$ cat config.mk
export PLATFORM = sky130hd
export DESIGN_NAME = sa_cell_seq
export DESIGN_NICKNAME = d
export VERILOG_FILES = /design/src/rtl/sa_pkg.sv /design/src/rtl/sa_phase_cnt.sv /design/src/rtl/sa_cell_seq.sv
export SDC_FILE = /design/constraint.sdc
export NUM_CORES = 1
export LEC_CHECK = 0
export BUFFER_PORTS_ARGS = -buffer_cell sky130_fd_sc_hd__buf_4
export CORE_MARGIN = 2
export CORE_UTILIZATION = 55
export DETAILED_ROUTE_END_ITERATION = 12
export PLACE_DENSITY_LB_ADDON = 0.2
export SYNTH_ARGS = -nofsm -noshare
export SYNTH_HDL_FRONTEND = slang
export SYNTH_SLANG_ARGS = --single-unit
$ cat constraint.sdc
create_clock -name clk -period 5.4 [get_ports clk]
set_input_delay 0.27 -clock clk [delete_from_list [all_inputs] [get_ports clk]]
set_output_delay 0.27 -clock clk [all_outputs]
set_load 0.01 [all_outputs]
$ cat src/rtl/sa_pkg.sv
// Shared encodings for the systolic-array cell sequencer and cell array.
package sa_pkg;

  // Cell control opcodes; codes 5-7 are reserved and never driven.
  typedef enum logic [2:0] {
    CtrlNop   = 3'd0,
    CtrlClear = 3'd1,
    CtrlLoad  = 3'd2,
    CtrlMac   = 3'd3,
    CtrlShift = 3'd4
  } ctrl_e;

  // Cell operating modes.
  localparam logic ModeAcc  = 1'b0;
  localparam logic ModeElem = 1'b1;

  // Sequencer FSM states.
  typedef enum logic [2:0] {
    StIdle,
    StClear,
    StLoad,
    StCompute,
    StDrain,
    StDone
  } state_e;

endpackage

$ cat src/rtl/sa_phase_cnt.sv
// Loadable down-counter with zero flag; shared by the LOAD, COMPUTE and DRAIN phases.
module sa_phase_cnt #(
  parameter int unsigned WIDTH = 16
) (
  input  logic             clk_i,
  input  logic             rst_i,
  input  logic             load_i,
  input  logic [WIDTH-1:0] load_val_i,
  input  logic             dec_i,
  output logic [WIDTH-1:0] cnt_o,
  output logic             zero_o
);

  logic [WIDTH-1:0] cnt_d, cnt_q;

  // Load has priority; decrement saturates at zero.
  always_comb begin
    cnt_d = cnt_q;
    if (load_i) begin
      cnt_d = load_val_i;
    end else if (dec_i && (cnt_q != '0)) begin
      cnt_d = cnt_q - WIDTH'(1);
    end
  end

  // Count register with synchronous reset.
  always_ff @(posedge clk_i) begin
    if (rst_i) begin
      cnt_q <= '0;
    end else begin
      cnt_q <= cnt_d;
    end
  end

  assign cnt_o  = cnt_q;
  assign zero_o = (cnt_q == '0);

endmodule

$ cat src/rtl/sa_cell_seq.sv
// Job sequencer for a systolic cell array: CLEAR, LOAD move-buffer, COMPUTE (MAC), DRAIN (SHIFT).
module sa_cell_seq
  import sa_pkg::*;
#(
  parameter int unsigned DATA_WIDTH      = 32,
  parameter int unsigned MODE_WIDTH      = 1,
  parameter int unsigned CTRL_WIDTH      = 3,
  parameter int unsigned MOVE_BUFF_DEPTH = 16,
  parameter int unsigned LEN_WIDTH       = 16,
  parameter int unsigned DRAIN_CYCLES    = 8
) (
  input  logic                               clk,
  input  logic                               rst,
  input  logic                               cmd_valid,
  output logic                               cmd_ready,
  input  logic [MODE_WIDTH-1:0]              cmd_mode,
  input  logic [$clog2(MOVE_BUFF_DEPTH):0]   cmd_load_cnt,
  input  logic [LEN_WIDTH-1:0]               cmd_len,
  input  logic [DATA_WIDTH-1:0]              ld_data,
  input  logic                               ld_valid,
  output logic                               ld_ready,
  output logic [MODE_WIDTH-1:0]              mode,
  output logic [CTRL_WIDTH-1:0]              ctrl,
  output logic [DATA_WIDTH-1:0]              move_buff_in,
  output logic                               move_buff_in_valid,
  output logic                               busy,
  output logic                               done,
  output logic                               err
);

  localparam int unsigned LoadCntW = $clog2(MOVE_BUFF_DEPTH) + 1;
  localparam logic [LoadCntW-1:0]  MaxLoad   = LoadCntW'(MOVE_BUFF_DEPTH);
  localparam logic [LEN_WIDTH-1:0] DrainLoad = LEN_WIDTH'(DRAIN_CYCLES - 1);

  state_e                 state_d, state_q;
  ctrl_e                  ctrl_d, ctrl_q;
  logic [MODE_WIDTH-1:0]  mode_d, mode_q;
  logic [LoadCntW-1:0]    load_cnt_d, load_cnt_q;
  logic [LEN_WIDTH-1:0]   len_d, len_q;
  logic [DATA_WIDTH-1:0]  mb_d, mb_q;
  logic                   mbv_d, mbv_q;
  logic                   ld_ready_d, ld_ready_q;
  logic                   cmd_ready_d, cmd_ready_q;
  logic                   busy_d, busy_q;
  logic                   done_d, done_q;
  logic                   err_d, err_q;

  logic                   cnt_load, cnt_dec, cnt_zero;
  logic [LEN_WIDTH-1:0]   cnt_val, cnt_cur;
  logic                   ld_fire, load_active, phase_exit;

  assign ld_fire = ld_valid && ld_ready_q;

  // Counter holds (remaining - 1) so the zero flag marks the final item of each phase.
  sa_phase_cnt #(
    .WIDTH (LEN_WIDTH)
  ) u_phase_cnt (
    .clk_i      (clk),
    .rst_i      (rst),
    .load_i     (cnt_load),
    .load_val_i (cnt_val),
    .dec_i      (cnt_dec),
    .cnt_o      (cnt_cur),
    .zero_o     (cnt_zero)
  );

  // Next state plus next values of every registered output.
  always_comb begin
    state_d     = state_q;
    ctrl_d      = CtrlNop;
    mode_d      = mode_q;
    load_cnt_d  = load_cnt_q;
    len_d       = len_q;
    mb_d        = mb_q;
    mbv_d       = 1'b0;
    ld_ready_d  = 1'b0;
    done_d      = 1'b0;
    err_d       = 1'b0;
    cnt_load    = 1'b0;
    cnt_val     = '0;
    cnt_dec     = 1'b0;
    phase_exit  = 1'b0;
    // ld_ready is raised one cycle early (during CLEAR) so LOAD outputs follow CLEAR directly.
    load_active = (state_q == StClear) ? (load_cnt_q != '0) : ld_ready_q;

    unique case (state_q)
      StIdle: begin
        if (cmd_valid) begin
          if (cmd_load_cnt > MaxLoad) begin
            err_d = 1'b1;
          end else begin
            state_d    = StClear;
            ctrl_d     = CtrlClear;
            mode_d     = cmd_mode;
            load_cnt_d = cmd_load_cnt;
            len_d      = cmd_len;
            ld_ready_d = (cmd_load_cnt != '0);
            cnt_load   = 1'b1;
            cnt_val    = LEN_WIDTH'(cmd_load_cnt) - LEN_WIDTH'(1);
          end
        end
      end
      StClear, StLoad: begin
        if (load_active) begin
          state_d    = StLoad;
          ld_ready_d = !(ld_fire && cnt_zero);
          if (ld_fire) begin
            ctrl_d  = CtrlLoad;
            mbv_d   = 1'b1;
            mb_d    = ld_data;
            cnt_dec = 1'b1;
          end
        end else begin
          phase_exit = 1'b1;
        end
      end
      StCompute: begin
        if (cnt_zero) begin
          state_d  = StDrain;
          ctrl_d   = CtrlShift;
          cnt_load = 1'b1;
          cnt_val  = DrainLoad;
        end else begin
          ctrl_d  = CtrlMac;
          cnt_dec = 1'b1;
        end
      end
      StDrain: begin
        if (cnt_zero) begin
          state_d = StDone;
          done_d  = 1'b1;
        end else begin
          ctrl_d  = CtrlShift;
          cnt_dec = 1'b1;
        end
      end
      StDone: begin
        state_d = StIdle;
      end
      default: begin
        state_d = StIdle;
      end
    endcase

    if (phase_exit) begin
      cnt_load = 1'b1;
      if (len_q != '0) begin
        state_d = StCompute;
        ctrl_d  = CtrlMac;
        cnt_val = len_q - LEN_WIDTH'(1);
      end else begin
        state_d = StDrain;
        ctrl_d  = CtrlShift;
        cnt_val = DrainLoad;
      end
    end

    cmd_ready_d = (state_d == StIdle);
    busy_d      = (state_d != StIdle);
  end

  // State and output registers; reset wins over any concurrent command.
  always_ff @(posedge clk) begin
    if (rst) begin
      state_q     <= StIdle;
      ctrl_q      <= CtrlNop;
      mode_q      <= '0;
      load_cnt_q  <= '0;
      len_q       <= '0;
      mb_q        <= '0;
      mbv_q       <= 1'b0;
      ld_ready_q  <= 1'b0;
      cmd_ready_q <= 1'b1;
      busy_q      <= 1'b0;
      done_q      <= 1'b0;
      err_q       <= 1'b0;
    end else begin
      state_q     <= state_d;
      ctrl_q      <= ctrl_d;
      mode_q      <= mode_d;
      load_cnt_q  <= load_cnt_d;
      len_q       <= len_d;
      mb_q        <= mb_d;
      mbv_q       <= mbv_d;
      ld_ready_q  <= ld_ready_d;
      cmd_ready_q <= cmd_ready_d;
      busy_q      <= busy_d;
      done_q      <= done_d;
      err_q       <= err_d;
    end
  end

  assign cmd_ready          = cmd_ready_q;
  assign ld_ready           = ld_ready_q;
  assign mode               = mode_q;
  assign ctrl               = CTRL_WIDTH'(ctrl_q);
  assign move_buff_in       = mb_q;
  assign move_buff_in_valid = mbv_q;
  assign busy               = busy_q;
  assign done               = done_q;
  assign err                = err_q;

endmodule

==> impl_summary.log <==
[metrics] biggest area contributors in the synthesized netlist: dfxtp_1 (41%), mux2i_1 (8.2%), nand2_1 (6.1%)
[metrics] number of warnings reported in the yosys synthesis log: 0
[metrics] area grow syn2layout: 23.8%
[metrics] most common cell in the synthesized netlist: dfxtp_1
[metrics] max-capacitance violation count: 0
[metrics] worst setup path end: u_phase_cnt.cnt_o[10]
[metrics] final max-slew violation count: 0
[metrics] number of iterations in the first detailed-routing pass: 5
[metrics] total area of multi-input combinational cells: 2240 um^2
[metrics] Power, Total: 2.26 mW
[metrics] vias in the first global route: 3481
[metrics] static leakage: 1.96 nW
[metrics] maximum single-stage delay on the critical path: 0.65 ns
[metrics] final hold violation count: 0
[metrics] worst hold path type: in -> reg
[metrics] netlist area before placement: 4040 um^2
[metrics] DR WL/cell: 15.2 um
[metrics] pin count of the biggest net entering global routing: 85
[metrics] Die X-Extent: 89.7 um
[metrics] hold_ws: 0.143 ns
[metrics] final number of setup-violating endpoints: 0
[metrics] final period demand of the worst path: 2.69 ns
[metrics] total DRC errors in the routed layout: 0
[metrics] total negative setup slack: 0 ns
[metrics] number of clock sinks: 82
[metrics] skew final: 0.00989 ns
[metrics] fin util: 69.7%
[metrics] top cells by count, synth: dfxtp_1 (82), nand2_1 (66), nor2_1 (56), a21oi_1 (37), mux2i_1 (33)
[metrics] count of flip-flops with a built-in enable after synthesis: 0
[metrics] RSZ-0062 raised after global routing: no
[metrics] final period utilization: 49.9%
[metrics] number of distinct library cells after synthesis: 65
[metrics] deepest clock path buffer count: 2
[metrics] crit start category: flop
[metrics] Max Clock Freq: 371 MHz
[metrics] number of gates resized after cts: 0
[metrics] number of clock buffers inserted by TritonCTS: 9
[metrics] share of the yosys chip area belonging to registers: 40.6%
[metrics] most frequently used flop master after synthesis: dfxtp_1
[metrics] cell depth of the worst flop-to-flop path: 6
[metrics] global routing usage summed across all routing layers: 25.1%
[metrics] Final HPWL DP: 7250 um
[metrics] share of Yosys cell area claimed by the top area cell type: 40.6%
[metrics] residual antenna-violating net count after detailed routing: 0
[metrics] number of cells produced by synthesis: 475
[metrics] Seq. cell area: 1640 um^2
[metrics] root buffer cell: clkbuf_8
[metrics] number of storage elements in the synthesis netlist: 82
[metrics] post-synthesis cell type with the largest combined area: dfxtp_1
[metrics] critical-path maximum fanout: 27
[metrics] wire length of the first global-routing pass: 16600 um
[metrics] share of final-layout standard cells stronger than drive strength 1: 24.6%
[metrics] DIE AREA: 8050 um^2
[metrics] # port buffers: 99
[metrics] Critical path origin: state_q[2]
[metrics] H-tree level count: 3
[metrics] Final Worst Setup Slack: 2.71 ns
[metrics] number of standard-cell rows in the floorplan: 31
[metrics] data arrival time of the worst path: 2.96 ns
[metrics] die extent in y: 89.7 um
[metrics] number of buffers added for setup after CTS: 0
[metrics] worst slack, placed: 2.70 ns
[metrics] total number of vias: 3774
[metrics] number of top-level pins: 100
[metrics] critical path, cell by cell: nor4b_1 > nand2b_1 > nor3_4 > a21oi_4 > a2111o_1 > o311ai_1
[metrics] worst-skew pair later-pin latency: 0.36 ns
[metrics] worst endpoint required time: 5.67 ns
[metrics] initial core utilization: 56.3%
[metrics] gpl congestion: 0.936
[metrics] CTS clock-pin slew for the worst setup and hold paths: 0.09 ns
[metrics] status: complete, no violations
[metrics] endpoint kind of the worst setup timing path: flop
[metrics] DRC violation total after the first TritonRoute iteration: 259
[metrics] net count after synthesis: 539
[metrics] antenna violations before repair: 0
[metrics] total routed wirelength: 10100 um
[metrics] worst IR drop on VDD: 0.255 mV
[metrics] post-detailed-route via-to-cell ratio: 5.68
[metrics] start of the worst register-to-register path: state_q[2]
[metrics] power per cell area: 452 nW/um^2
[metrics] slowest library cell on the worst path: nand2b_1
[metrics] number of nets at the end of the flow: 624
[metrics] filler instances: 611
[metrics] minimum setup slack among reg-to-reg paths: 2.71 ns
[metrics] relative slew slack: 31.3%
[metrics] remaining global-route overflow: 0
[metrics] synthesized area divided by synthesized cell count: 8.51 um^2
[metrics] capture point of the worst reg-to-reg path: u_phase_cnt.cnt_o[10]
[metrics] ant diodes: 0
[metrics] hold-fix buffers at CTS: 0
[metrics] pin slew with the least headroom to its limit: 1.03 ns
[metrics] asr flop ratio synth: 0%
[metrics] type of the worst setup path: reg -> reg
[metrics] core area: 7180 um^2
[metrics] CTS tree: done
==> sequential cells by signal, indices dropped and copies added, names as in the netlist <==
name                cells
state_q                 3
err                     1
ctrl                    3
load_cnt_q              5
busy                    1
move_buff_in_valid      1
ld_ready                1
move_buff_in           32
u_phase_cnt.cnt_o      16
cmd_ready               1
len_q                  16
mode                    1
done                    1
==> layout make-up <==
class	count	share of cell area (%)
multi-input cells	353	44.8
flip-flops and latches	82	32.8
repair buffers	101	15.2
clock buffers	10	2.75
well taps	99	2.48
clock inverters	6	1.00
inverters	13	0.976
==> through the flow <==
| stage | area, um^2 | std cells |
|---|---|---|
| floorplan | 4040 | 475 |
| global placement | 4810 | 648 |
| detailed placement | 4810 | 648 |
| CTS | 5000 | 664 |
| global route | 5000 | 664 |
| finish | 5000 | 664 |
==> cell families after synthesis <==
logic type / synth area share, %
buffers and inverters: 4.24
adder cells (fa/ha/maj): 1.86
AO/OA/AOI/OAI: 17.1
multiplexers: 8.18
flip-flops: 40.6
AND/OR/NAND/NOR: 24.1
XOR/XNOR: 3.90
==> worst min path at each step <==
stage	depth (start not counted)	endpoint	from	slack (ns)
2_1_floorplan	2	load_cnt_q[3]	cmd_load_cnt[3]	0.41
3_3_place_gp	2	load_cnt_q[4]	load_cnt_q[4]	0.45
3_5_place_dp	2	mode	mode	0.46
4_1_cts	3	move_buff_in[25]	ld_data[25]	0.14
5_1_grt	3	move_buff_in[25]	ld_data[25]	0.15
6_report	3	move_buff_in[25]	ld_data[25]	0.14
==> worst max-delay path, delay by kind of cell (launching register included) <==
| family | cells | cell delay (ns) |
|---|---|---|
| AND/OR/NAND/NOR | 3 | 1.58 |
| AO/OA/AOI/OAI | 3 | 0.54 |
| flip-flops | 1 | 0.48 |
==> layout by cell type (no fill, tap or decap), types with 3 or more instances in the layout <==
| master | synthesis | final |
|---|---|---|
| buf_4 | 1 | 101 |
| dfxtp_1 | 82 | 82 |
| nand2_1 | 66 | 66 |
| nor2_1 | 56 | 56 |
| a21oi_1 | 37 | 37 |
| mux2i_1 | 33 | 33 |
| o21ai_0 | 14 | 14 |
| inv_1 | 12 | 12 |
| nand3_1 | 12 | 12 |
| clkbuf_8 | 0 | 10 |
| xnor2_1 | 9 | 9 |
| xor2_1 | 9 | 9 |
| a31oi_1 | 8 | 8 |
| nor4_1 | 7 | 7 |
| nor3_1 | 6 | 6 |
| ha_1 | 6 | 6 |
| nor3b_1 | 5 | 5 |
| nor4b_1 | 5 | 5 |
| or4_1 | 5 | 5 |
| a211oi_1 | 6 | 5 |
| or3_1 | 4 | 4 |
| nand2b_1 | 4 | 4 |
| clkinvlp_4 | 0 | 4 |
| and4_1 | 3 | 3 |
| o211a_1 | 3 | 3 |
| o211ai_1 | 3 | 3 |
| o31ai_1 | 3 | 3 |
==> per-layer routing <==
metal | routed length (um) | vias to the layer above | GRT usage [%]
met2 | 4570 | 138 | 38.4
met3 | 597 | 25 | 4.61
met4 | 264 | 0 | 11.3
met1 | 4660 | 1757 | 34.6
met5 | 0 | - | 0
li1 | - | 1854 | -
==> power by group <==
| part | leakage (nW) | switching (mW) | internal, mW |
|---|---|---|---|
| clock | 0.0827 | 0.241 | 0.183 |
| combinational | 1.21 | 0.613 | 0.410 |
| sequential | 0.667 | 0.114 | 0.700 |
Note: power is estimated with default switching activity, not from simulation.
